### src/rtl/dfm_pkg.sv
// Shared types and widths for the measurement datapath (measure -> result FIFO -> software).
package dfm_pkg;

  localparam int DFM_DATA_WIDTH = 64;
  localparam int DFM_BUS_WIDTH  = 32;

  typedef enum logic {HALF_LO, HALF_HI} half_t;

  typedef logic [DFM_DATA_WIDTH-1:0] dfm_result_t;

endpackage

### src/rtl/result_mem.sv
// Result storage: DEPTH x DATA_WIDTH register array, synchronous write, asynchronous read.
module result_mem
  import dfm_pkg::*;
#(
  parameter int DEPTH      = 4,
  parameter int DATA_WIDTH = DFM_DATA_WIDTH,
  localparam int AW        = $clog2(DEPTH)
) (
  input  logic                  clk_i,
  input  logic                  wr_en_i,
  input  logic [AW-1:0]         wr_addr_i,
  input  logic [DATA_WIDTH-1:0] wr_data_i,
  input  logic [AW-1:0]         rd_addr_i,
  output logic [DATA_WIDTH-1:0] rd_data_o
);

  logic [DATA_WIDTH-1:0] mem_q [DEPTH];

  // NOTE: the array has no reset; entries are only read after being written, and
  // leaving it out keeps this a plain register file instead of DEPTH*DATA_WIDTH reset flops.
  always_ff @(posedge clk_i) begin
    if (wr_en_i) begin
      mem_q[wr_addr_i] <= wr_data_i;
    end
  end

  assign rd_data_o = mem_q[rd_addr_i];

endmodule

### src/rtl/result_fifo.sv
// Buffers 64-bit measurement results and serves them to software as two 32-bit reads
// (low word first; the high-word read pops the entry). Tracks level and sticky overflow.
module result_fifo
  import dfm_pkg::*;
#(
  parameter int DEPTH      = 4,
  parameter int DATA_WIDTH = DFM_DATA_WIDTH,
  parameter int BUS_WIDTH  = DFM_BUS_WIDTH
) (
  input  logic                    clk_i,
  input  logic                    rst_i,
  input  logic                    wr_en_i,
  input  logic [DATA_WIDTH-1:0]   wr_data_i,
  input  logic                    rd_en_i,
  input  logic                    clr_i,
  output logic [BUS_WIDTH-1:0]    rd_data_o,
  output logic                    rd_valid_o,
  output logic                    rd_half_o,
  output logic [$clog2(DEPTH):0]  level_o,
  output logic                    empty_o,
  output logic                    full_o,
  output logic                    ovf_o
);

  localparam int AW = $clog2(DEPTH);
  localparam int LW = AW + 1;

  logic [AW-1:0]         wr_ptr_q, rd_ptr_q;
  logic [LW-1:0]         level_q, level_d;
  half_t                 half_q, half_d;
  logic                  rd_accept, pop, wr_accept, ovf_set;
  logic                  is_empty, is_full;
  logic [DATA_WIDTH-1:0] mem_rdata;

  result_mem #(
    .DEPTH      (DEPTH),
    .DATA_WIDTH (DATA_WIDTH)
  ) u_mem (
    .clk_i     (clk_i),
    .wr_en_i   (wr_accept),
    .wr_addr_i (wr_ptr_q),
    .wr_data_i (wr_data_i),
    .rd_addr_i (rd_ptr_q),
    .rd_data_o (mem_rdata)
  );

  assign is_empty = (level_q == '0);
  assign is_full  = (level_q == LW'(DEPTH));

  // NOTE: every signal driven here gets a default first so no path leaves it
  // unassigned; otherwise synthesis would infer a latch to hold the old value.
  always_comb begin
    half_d    = half_q;
    rd_accept = 1'b0;
    pop       = 1'b0;
    wr_accept = 1'b0;
    ovf_set   = 1'b0;
    level_d   = level_q;
    if (clr_i) begin
      half_d = HALF_LO;
    end else begin
      // Emptiness is judged on the pre-edge level, so a write landing this cycle
      // cannot be read until the next one.
      rd_accept = rd_en_i && !is_empty;
      pop       = rd_accept && (half_q == HALF_HI);
      wr_accept = wr_en_i && (!is_full || pop);
      ovf_set   = wr_en_i && is_full && !pop;
      if (rd_accept) begin
        half_d = (half_q == HALF_LO) ? HALF_HI : HALF_LO;
      end
      level_d = level_q + LW'(wr_accept) - LW'(pop);
    end
  end

  // NOTE: all state below uses non-blocking assignments so every register samples
  // the pre-edge values regardless of statement order.
  always_ff @(posedge clk_i) begin
    if (rst_i) begin
      half_q <= HALF_LO;
    end else begin
      half_q <= half_d;
    end
  end

  always_ff @(posedge clk_i) begin
    if (rst_i) begin
      wr_ptr_q   <= '0;
      rd_ptr_q   <= '0;
      level_q    <= '0;
      empty_o    <= 1'b1;
      full_o     <= 1'b0;
      ovf_o      <= 1'b0;
      rd_valid_o <= 1'b0;
      rd_data_o  <= '0;
    end else if (clr_i) begin
      wr_ptr_q   <= '0;
      rd_ptr_q   <= '0;
      level_q    <= '0;
      empty_o    <= 1'b1;
      full_o     <= 1'b0;
      ovf_o      <= 1'b0;
      rd_valid_o <= 1'b0;
    end else begin
      if (wr_accept) wr_ptr_q <= wr_ptr_q + AW'(1);
      if (pop)       rd_ptr_q <= rd_ptr_q + AW'(1);
      if (ovf_set)   ovf_o    <= 1'b1;
      level_q    <= level_d;
      empty_o    <= (level_d == '0);
      full_o     <= (level_d == LW'(DEPTH));
      rd_valid_o <= rd_accept;
      if (rd_accept) begin
        rd_data_o <= (half_q == HALF_LO) ? mem_rdata[BUS_WIDTH-1:0]
                                         : mem_rdata[DATA_WIDTH-1:BUS_WIDTH];
      end
    end
  end

  assign level_o   = level_q;
  assign rd_half_o = (half_q == HALF_HI);

endmodule
### config.mk
export PLATFORM = sky130hd
export DESIGN_NAME = result_fifo
export DESIGN_NICKNAME = d
export VERILOG_FILES = /design/src/rtl/dfm_pkg.sv /design/src/rtl/result_mem.sv /design/src/rtl/result_fifo.sv
export SDC_FILE = /design/constraint.sdc
export NUM_CORES = 1
export LEC_CHECK = 0
export BUFFER_PORTS_ARGS = -buffer_cell sky130_fd_sc_hd__buf_2
export CAP_MARGIN = 40
export CORE_MARGIN = 10
export CORE_UTILIZATION = 35
export CTS_CLUSTER_SIZE = 25
export DETAILED_ROUTE_END_ITERATION = 8
export PLACE_DENSITY_LB_ADDON = 0.12
export SYNTH_ARGS = -nofsm -noshare
export SYNTH_HDL_FRONTEND = slang
export SYNTH_HIERARCHICAL = 1
export SYNTH_SLANG_ARGS = --single-unit
### constraint.sdc
create_clock -name clk_i -period 15.3 [get_ports clk_i]
set_input_delay 1.53 -clock clk_i [delete_from_list [all_inputs] [get_ports clk_i]]
set_output_delay 1.53 -clock clk_i [all_outputs]
set_load 0.005 [all_outputs]
# After elaboration in Yosys (flattened, before gate mapping)
# Memories as Yosys holds them, arrays and structs flattened. A register that Yosys moved wholly into a read port is not among the register bits.
# Cells that the tools add are included.
[classes] add_sub_neg=4 eq_ne=2 mux=11 bitwise=1 n_reduce_logical=13
[op_table] op="$mux W32" count=1
[op_table] op="$mux W1" count=7
[op_table] op="$eq A3 B3 Y1 const B" count=2
[op_table] op="$logic_not A3 Y1" count=2
[op_table] op="$logic_and A1 B1 Y1" count=5
[op_table] op="$add A2 B1 Y2 const B" count=2
[op_table] op="$mux W2" count=2
[op_table] op="$add A3 B1 Y3" count=1
[op_table] op="$logic_not A1 Y1" count=3
[op_table] op="$mux W3" count=1
[op_table] op="$sub A3 B1 Y3" count=1
[op_table] op="$reduce_and A2 Y1" count=1
[op_table] op="$reduce_or A2 Y1" count=1
[op_table] op="$logic_or A1 B1 Y1" count=1
[op_table] op="$not A1 Y1" count=1
[totals] register_bits=44 ramBits=256 out_inout_bits=40 mem_count=1
[memory_table] name="u_mem.mem_q" depth=4 width=64 rd=1 rd_ports_with_merged_regs=1 write_ports=1 line_no="result_mem.sv:17" text="logic [DATA_WIDTH-1:0] mem_q [DEPTH];"

# Longest topological paths before layout
# Gate-level depths: netlist of the first run.
[logic_depth] ltp_word=10 mapped_depth=11 ltp_nobuf=9

# Cells and area by module
# The synthesis of the first run kept the hierarchy.
[modules_own_cells] mod="result_mem" instances=1 cells_per_inst=338 area_per_inst_um2=9341.5
[modules_own_cells] mod="result_fifo" instances=1 cells_per_inst=234 area_per_inst_um2=2145.8

# Worst setup path before layout of the first run
# OpenSTA, ideal clock, no wires.
[synth_path] path_type="input-to-reg" start="input port clr_i" end="memory u_mem/mem_q[0][0] (netlist name), enable pin" setup_ns=0.578 arrival_ns=6.736 t_required_ns=14.722 slack_ns=7.986 cell_stages=4 n_path_buf=2 path_cell_list="clkbuf_1 clkbuf_1 nor2_1 nor3b_1"
[synth_via] elab_chain_cells=3
[synth_rtl] item="start: declaration" line_no="result_fifo.sv:15" text="input logic clr_i,"
[synth_rtl] item="$mux W1" line_no="result_fifo.sv:59" text="if (clr_i) begin"
[synth_rtl] item="named net wr_accept" line_no="result_fifo.sv:31" text="logic rd_accept, pop, wr_accept, ovf_set;"
[synth_rtl] item="$mux W1" line_no="result_mem.sv:22" text="if (wr_en_i) begin"
[synth_rtl] item="$mux W1 (not written as such)" line_no="result_mem.sv:23" text="mem_q[wr_addr_i] <= wr_data_i;"
[synth_rtl] item="end: declaration" line_no="result_mem.sv:17"
# The timed path passes the listed nets, and every way through them passes these cells.

# Final worst setup path of the first run
[layout_path] start="input port rd_en_i" end="register full_o"
[layout_via] elab_chain_cells=8
[layout_rtl] item="start: declaration" line_no="result_fifo.sv:14" text="input logic rd_en_i,"
[layout_rtl] item="$logic_and A1 B1 Y1 (*)" line_no="result_fifo.sv:64" text="rd_accept = rd_en_i && !is_empty;"
[layout_rtl] item="$logic_and A1 B1 Y1 (*)" line_no="result_fifo.sv:65" text="pop = rd_accept && (half_q == HALF_HI);"
[layout_rtl] item="$logic_or A1 B1 Y1" line_no="result_fifo.sv:66" text="wr_accept = wr_en_i && (!is_full || pop);"
[layout_rtl] item="$logic_and A1 B1 Y1" line_no="result_fifo.sv:66"
[layout_rtl] item="$add A3 B1 Y3" line_no="result_fifo.sv:71" text="level_d = level_q + LW'(wr_accept) - LW'(pop);"
[layout_rtl] item="$sub A3 B1 Y3 (*)" line_no="result_fifo.sv:71"
[layout_rtl] item="$mux W3 (*)" line_no="result_fifo.sv:59"
[layout_rtl] item="$eq A3 B3 Y1 (*)" line_no="result_fifo.sv:109" text="full_o <= (level_d == LW'(DEPTH));"
[layout_rtl] item="end signal: assignment" line_no="result_fifo.sv:109"
[layout_rtl] item="end: declaration" line_no="result_fifo.sv:21" text="output logic full_o,"
# Mark *: on every way between the ends. The rest lies on a longest branch, timed or not.
# A chain may end at the register's enable or synchronous reset.

==> results of run 1 <==
## how the worst max path moves through the flow
| stage | start | to | slack (ns) | depth (start not counted) |
|---|---|---|---|---|
| detailed placement | rd_en_i | full_o$_SDFF_PP0_ | 11.38 | 11 |
| global route | rd_en_i | full_o$_SDFF_PP0_ | 11.76 | 11 |
| CTS | rd_en_i | full_o$_SDFF_PP0_ | 11.90 | 11 |
| global placement | rd_en_i | full_o$_SDFF_PP0_ | 11.47 | 11 |
| finish | rd_en_i | full_o$_SDFF_PP0_ | 11.92 | 11 |
| floorplan | clr_i | u_mem/mem_q[0][0]$_DFFE_PP_ | 7.99 | 4 |
## state kept, by name, indices dropped and copies added (netlist names)
name and cells:
ovf_o 1, u_mem/mem_q 256, rd_data_o 32, rd_half_o 1, rd_ptr_q 2, level_o 3
rd_valid_o 1, wr_ptr_q 2, full_o 1, empty_o 1
## metrics by stage
stage	hold WS, ns	instances	area, um^2	util
finish	0.469	1161	13600	0.419
global placement	0.454	1093	12400	0.381
CTS	0.474	1160	13600	0.419
global route	0.500	1160	13600	0.419
detailed placement	0.458	1099	12500	0.385
floorplan	0.456	572	11500	-
## per-layer routing
layer  wire, um  vias to the layer above
li1           -                     2564
met1      11000                     2902
met2      12200                      106
met3       1110                       28
met4        356                        0
met5          0                        -
## synth_stat cells (2+ instances only)
| cell type | instances | share of area |
|---|---|---|
| and2_1 | 3 | 0.0016 |
| mux2i_1 | 34 | 0.030 |
| nand2_1 | 4 | 0.0013 |
| clkbuf_2 | 3 | 0.0013 |
| buf_12 | 6 | 0.010 |
| dfxtp_1 | 44 | 0.077 |
| inv_1 | 4 | 0.0013 |
| edfxtp_1 | 256 | 0.67 |
| nor3b_1 | 2 | 0.0013 |
| buf_6 | 6 | 0.0059 |
| a21oi_1 | 35 | 0.015 |
| mux4_1 | 4 | 0.0091 |
| buf_2 | 8 | 0.0035 |
| or3_1 | 36 | 0.020 |
| nor2_1 | 6 | 0.0020 |
| o21ai_0 | 34 | 0.015 |
| and3b_1 | 2 | 0.0015 |
| ha_1 | 2 | 0.0022 |
| mux4_2 | 60 | 0.12 |
| clkbuf_1 | 11 | 0.0036 |
## logic make-up after synthesis
family	count (synthesis)
XOR/XNOR	2
buffers and inverters	40
AND/OR/NAND/NOR	55
multiplexers	98
adder cells (fa/ha/maj)	3
AO/OA/AOI/OAI	74
flip-flops	300
## cells in the final DEF, fill, tap and decap left out, types with 4 or more instances in the layout
cell type	synthesis	routed
mux4_1	4	4
or3_1	36	36
mux4_2	60	60
dfxtp_1	44	41
o21ai_0	34	34
clkbuf_16	0	37
nor2_1	6	6
mux2i_1	34	34
buf_2	8	108
edfxtp_1	256	256
nand2_1	4	4
buf_16	0	5
clkinv_1	0	7
a21oi_1	35	35
clkbuf_1	11	9
inv_1	4	4
buf_4	1	7
## cell type report
class	count	area share
clock buffers	47	0.0715
clock inverters	14	0.00883
inverters	4	0.00110
well taps	442	0.0406
diodes	1	0.000184
multi-input cells	232	0.192
repair buffers	121	0.0552
flip-flops and latches	300	0.630
## power by group
group	internal, mW	switching, mW	leakage (nW)	total (mW)
sequential	0.902	0.00426	2.68	0.906
clock	0.478	0.304	0.525	0.782
combinational	0.0229	0.0337	1.17	0.0566
## tightest hold or removal path, delay by kind of cell, from the launching register on
family           cells  cell delay, ns
flip-flops           1            0.33
AO/OA/AOI/OAI        1            0.04
AND/OR/NAND/NOR      1            0.07
==> results, run 1 <==
- The floorplan step defined a die boundary enclosing 0.0405 mm^2.
- The number of hold violations in the final report is 0.
- CTS built an H-tree with a depth of 2.
- The total setup buffers inserted after CTS is 0.
- The busiest layer in global routing is met2.
- The kind of critical path is primary input to register.
- The total number of placement rows is 66.
- The run finished with clean final reports.
- The overall die width is 201 um.
- The areal power density over the cells is 128 mW/mm^2.
- The final-report setup violation count is 0.
- The startpoint identified for the worst register-to-register timing path is level_o[2]$_SDFF_PP0_.
- The cell with the biggest individual delay on the critical path is buf_4.
- Setup repair after global routing left no endpoint under its margin.
- The worst setup path is launched from a primary input.
- The violation count after the first detailed-routing iteration is 194.
- Across every metal layer, demand over resource in global routing totals 0.121.
- The total number of yosys warnings is 6.
- The path with the worst hold slack has its endpoint at ovf_o$_SDFFE_PP0P_.
- The core outline area is 0.0325 mm^2.
- The cell area that synthesis handed to floorplanning was 0.0115 mm^2.
- The largest vdd supply drop is 0.0000570 V.
- Buffers inserted during clock tree synthesis total 34.
- The main combinational cell family by area after synthesis is multiplexers.
- Summing over every cut layer, the via total after detailed routing is 5600.
- Walking the worst path, the cells encountered are buf_2 > o31ai_4 > buf_4 > nor2_1 > ha_1 > inv_1 > ha_1 > fa_1 > xnor3_1 > and2_1 > nor3b_1.
- The fraction of layout cells with a size suffix above 1 is 0.329.
- The sequential cell area fraction in the yosys report is 0.746.
- In this run the worst path has a maximum fanout of 71.
- For this block, the routed nets add up to 24600 um of wire.
- The buffer levels on the longest clock path is 3.
- In the global route stage, met1 resource usage came out at 0.154.
- After synthesis, the share of flip-flops with an asynchronous set or reset is 0.
- The insertion delay to the later sink of the worst-skew pair is 0.49 ns.
- After detailed routing, the number of vias per cell comes to 4.82.
- The number of nets still failing antenna checks after routing is 0.
- Adding up every negative setup slack in the final design gives 0 ns.
- In this run, synthesis produced a sequential element count of 300.
- The number of synthesized flops with an enable pin is 256.
- The data arrival time of the critical path is 3.76 ns.
- The first detailed-routing pass ran for 6 iterations.
- The initial antenna violation count is 1.
- The residual DRC count is 0.
- For flop-to-flop paths, the worst setup slack is 12.50 ns.
- The number of cells on the worst reg-to-reg path is 10.
- The post-synthesis compound-gate area fraction is 0.0346.
- The floorplan step set the die height to 201 um.
- The depth of the worst hold-timing path is 2.
- For the pin with the worst max-slew slack, the measured transition is 0.792 ns.
- During I/O placement, the number of pins put on the boundary was 109.
- In this run, distinct cell masters in the synthesized netlist total 32.
- The number of hold buffers added after cts is 0.
- The detailed placer's ending HPWL is 14500 um.
- The minimum setup slack after placement is 11.38 ns.
- The layout has 2889 filler cells.
- For this design the static power due to leakage is 4.38 nW.
- For this run, the leading register cell type out of synthesis is edfxtp_1.
- The number of sinks on the clock net is 300.
- The endpoint of the lowest-slack register-to-register path is full_o$_SDFF_PP0_.
- The number of instances in the synthesized netlist is 572.
- Summing all flip-flop and latch instances after layout gives 0.00858 mm^2.
- Clock-pin slew was measured on the worst setup and hold paths at 0.06 ns.
- The simple logic cell fraction of the synthesized area is 0.0284.
- The count of buffering cells on the critical path with inverters included is 3.
- At the worst endpoint, the required time is 15.68 ns.
- The final weighted congestion in routability-driven placement is 0.673.
- The largest delay contributor family on the critical path is adder cells.
- The TritonCTS clock tree is done.
- The worst path meets setup with 11.92 ns of slack.
- Buffers placed on the I/O ports in this run total 108.
- The max-slew headroom at the worst pin is 0.472.
- Of the total synthesized cell area, the portion taken by XOR and XNOR cells is 0.00272.
- The largest single stage delay on the critical path is 0.55 ns.
- Dividing the detail-routed wire length by the instance count gives 21.2 um.
- Of the total synthesized cell area, the portion taken by full adders, half adders and majority gates is 0.00392.
- The post-route total power is 1.74 mW.
- The cell at the root of the clock tree is clkbuf_16.
- The worst setup path is captured at a register.
- When the netlist entered floorplanning its net count stood at 644.
- The post-cts resize count is 0.
- The max-capacitance violation count is 0.
- The number of global-route vias before repair is 6166.
- The share of the cycle needed by the critical path after routing is 0.221.
- For this configuration, the core starts out at a cell density of 0.354.
- The worst setup skew after layout is 0.0107 ns.
- The minimum clock period after layout is 3.38 ns.
- The synthesized area per cell is 20.1 um^2.
- The relative area change from synthesis to final layout is 18.5%.
- The maximum clock rate is 296 MHz.
- In the final layout, the multi-input gates occupy 0.00262 mm^2.
- Measured against the total synthesized area, the mux share comes to 0.156.
- The met2 track utilization from global routing is 0.202.
- The classification of the worst-slack hold path is register to register.
- The overall overflow remaining after global route is 0.
- The most numerous cell on the critical path is ha_1.
- The first-pass GRT wire length is 37900 um.
- In the global route stage, met3 resource usage came out at 0.0296.
- The final layout contains 765 nets.
- The final count of pins violating max slew is 0.
- Entering global routing, the biggest net connects 72 pins.
- The startpoint identified for the worst hold timing path is ovf_o$_SDFFE_PP0P_.
(Power assumes the default switching activity.)
==> run 2: changes to the inputs <==
==> constraint.sdc (replaced) <==
create_clock -name clk_i -period 3.1 [get_ports clk_i]
set_input_delay 0.31 -clock clk_i [delete_from_list [all_inputs] [get_ports clk_i]]
set_output_delay 0.31 -clock clk_i [all_outputs]
set_load 0.005 [all_outputs]
==> results, run 2 (synthesized netlist as in run 1, its figures left out) <==
- The areal power density over the cells is 639 mW/mm^2.
- The buffer levels on the longest clock path is 3.
- The worst hold path terminates at u_mem/mem_q[3][4]$_DFFE_PP_.
- Of all nets on the critical path, the largest fanout is 5.
- The run finished with clean final reports.
- The final weighted congestion in routability-driven placement is 0.716.
- The die covers 0.0405 mm^2.
- Counting both buffers and inverters, the worst setup path holds a total of 1.
- The core outline area is 0.0325 mm^2.
- The total iterations of the first detailed-routing run is 5.
- At the end of the flow, the number of nets in the layout was 770.
- The total setup buffers inserted after CTS is 0.
- The max-capacitance violation count is 0.
- For this design the total switching power over the nets is 1.73 mW.
- The required arrival time at the worst endpoint is 3.51 ns.
- The internal power consumption is 7.04 mW.
- In the routed design, unresolved DRC markers number 0.
- The startpoint identified for the worst hold timing path is wr_data_i[4].
- The top cell types in the final layout, fill and taps aside, are edfxtp_1 (256), buf_2 (108), mux4_2 (60).
- The maximum clock rate is 418 MHz.
- The final count of pins violating max slew is 0.
- Entering global routing, the biggest net connects 71 pins.
- The final sum of negative setup slack is 0 ns.
- Global routing finished with a remaining overflow of 0.
- The kind of critical path is register to register.
- Of the total power, the clock network draws 0.458.
- The floorplan step set the die height to 201 um.
- The largest delay contributor family on the critical path is adder cells.
- Of the total power, registers draw 0.510.
- After filler insertion, the fill cell instance count of the layout stands at 2899.
- Setup repair after global routing left no endpoint under its margin.
- The first global-routing pass estimated 38600 um of wire.
- Measured in cells, the most critical reg-to-reg path has a length of 9.
- The depth of the worst hold-timing path is 1.
- The routed layout has 5692 vias.
- The path class of the tightest hold or removal check is primary input to register.
- The minimum setup slack after placement is 0.662 ns.
- The overall die width is 201 um.
- The design draws 8.77 mW.
- The combined global-route utilization of all metal layers is 0.124.
- The most frequent standard cell in the layout excluding fill and tap cells is edfxtp_1.
- Setup slack closes at 0.710 ns.
- IR analysis of the VDD net gives a maximum drop of 0.000320 V.
- The endpoint type of the worst setup path is a register.
- The endpoint of the lowest-slack register-to-register path is full_o$_SDFF_PP0_.
- The critical path goes through a211oi_1 > a21bo_2 > ha_1 > inv_1 > ha_1 > fa_1 > xnor3_1 > and2_1 > nor3b_1.
- The initial antenna violation count is 10.
- The max-slew headroom at the worst pin is 0.494.
- The switching part of the total is 0.198.
- The worst setup path is launched from a register.
- The post-cts resize count is 0.
- The number of placed I/O pins is 109.
- Detailed placement ended at an HPWL of 14900 um.
- TritonCTS built the clock tree.
- The insertion delay to the later sink of the worst-skew pair is 0.50 ns.
- Counting flops per register, the top entry is u_mem/mem_q.
- STA puts the critical path data arrival time at 2.80 ns.
- The share of the cycle needed by the critical path after routing is 0.771.
- The number of nets still failing antenna checks after routing is 0.
- The initial standard-cell utilization of the core is 0.354.
- Tracing the worst setup path back leads to its startpoint at level_o[1]$_SDFF_PP0_.
- The floorplan has 66 rows.
- The worst-case register-to-register setup slack is 0.71 ns.
- The launch instance of the worst register-to-register path is level_o[1]$_SDFF_PP0_.
- The most numerous cell on the critical path is ha_1.
- Of the total power, combinational logic draws 0.032.
- CTS saw 300 sinks.
- The worst setup skew after layout is 0.0154 ns.
- The relative area change from synthesis to final layout is 19.4%.
- In this run the static leakage power is 4.43 nW.
- The cell at the root of the clock tree is clkbuf_16.
- The minimum clock period after layout is 2.39 ns.
- Of the cells placed in the final design, the portion with a size suffix greater than 1 is 0.341.
- The count of buffers added on input and output ports is 108.
- The number of hold violations in the final report is 0.
- The number of flip-flops under the largest register name is 256.
- The number of clock buffers added by TritonCTS is 35.
- The cell with the biggest individual delay on the critical path is a211oi_1.
- The detailed-route vias per instance is 4.86.
- Clock-pin slew was measured on the worst setup and hold paths at 0.06 ns.
- The routed wirelength normalized by instance count is 21.6 um.
- The first routing iteration left 293 violations.
- The number of global-route vias before repair is 6207.
- Setup violations remaining at the end of the flow were counted as 0.
- The total routed wirelength is 25300 um.
- The slew at the pin closest to its max-slew limit is 0.759 ns.
- The delay of the slowest cell on the worst path is 0.39 ns.
- The H-tree was split into 2 levels.
==> run 2: cell count changes in the layout (fill, tap and decap cells not counted), moves of 3 or more <==
| cell | before | now |
|---|---|---|
| diode_2 | 1 | 6 |
| buf_12 | 1 | 7 |
| clkinv_1 | 7 | 2 |
| buf_16 | 5 | 1 |
| clkbuf_8 | 1 | 6 |
| clkinv_2 | 2 | 5 |
==> run 2: worst max-delay path by stage <==
stage	endpoint	slack, ns	cells after the start
2_1_floorplan	u_mem/mem_q[0][0]$_DFFE_PP_	0.01	5
4_1_cts	full_o$_SDFF_PP0_	0.69	9
3_5_place_dp	full_o$_SDFF_PP0_	0.66	10
5_1_grt	full_o$_SDFF_PP0_	0.62	9
6_report	full_o$_SDFF_PP0_	0.71	9
3_3_place_gp	full_o$_SDFF_PP0_	0.78	10
==> run 2: what timing repair did <==
item | in CTS | in global routing
hold endpoints to repair | 8 | 0
endpoints found under the setup margin | 0 | 0
hold buffers | 2 | 0
==> run 2: layout make-up <==
class / instances / area (um^2) / area share
flip-flops and latches: 300 / 8580 / 0.625
multi-input cells: 232 / 2620 / 0.191
clock buffers: 52 / 1070 / 0.0778
repair buffers: 125 / 781 / 0.0569
well taps: 442 / 553 / 0.0403
clock inverters: 11 / 86.3 / 0.00629
inverters: 4 / 15.0 / 0.00109
diodes: 6 / 15.0 / 0.00109
==> run 2: power by group through the flow <==
stage	registers [mW]	logic, mW	clock network, mW
detailed placement	4.56	0.288	0
floorplan	4.56	0.140	0
CTS	4.47	0.291	4.14
finish	4.47	0.281	4.02
global route	4.48	0.312	4.30
global placement	4.55	0.279	0
==> run 2: per-layer routing <==
| metal | wire, um | global-route usage | vias to the layer above |
|---|---|---|---|
| met2 | 12400 | 0.203 | 112 |
| met3 | 1430 | 0.0374 | 52 |
| met5 | 72 | 0 | - |
| met1 | 10900 | 0.154 | 2931 |
| met4 | 554 | 0.0357 | 10 |
| li1 | - | - | 2587 |
==> run 2: stage by stage <==
stage / instance area [um^2] / util / hold WS [ns] / instances
after detailed placement: 12500 / 0.386 / 0.466 / 1101
final: 13700 / 0.423 / 0.0231 / 1172
after global placement: 12500 / 0.385 / 0.453 / 1100
after floorplan: 11500 / - / 0.409 / 572
after global routing: 13700 / 0.422 / 0.000617 / 1166
after CTS: 13700 / 0.422 / 0.000678 / 1166
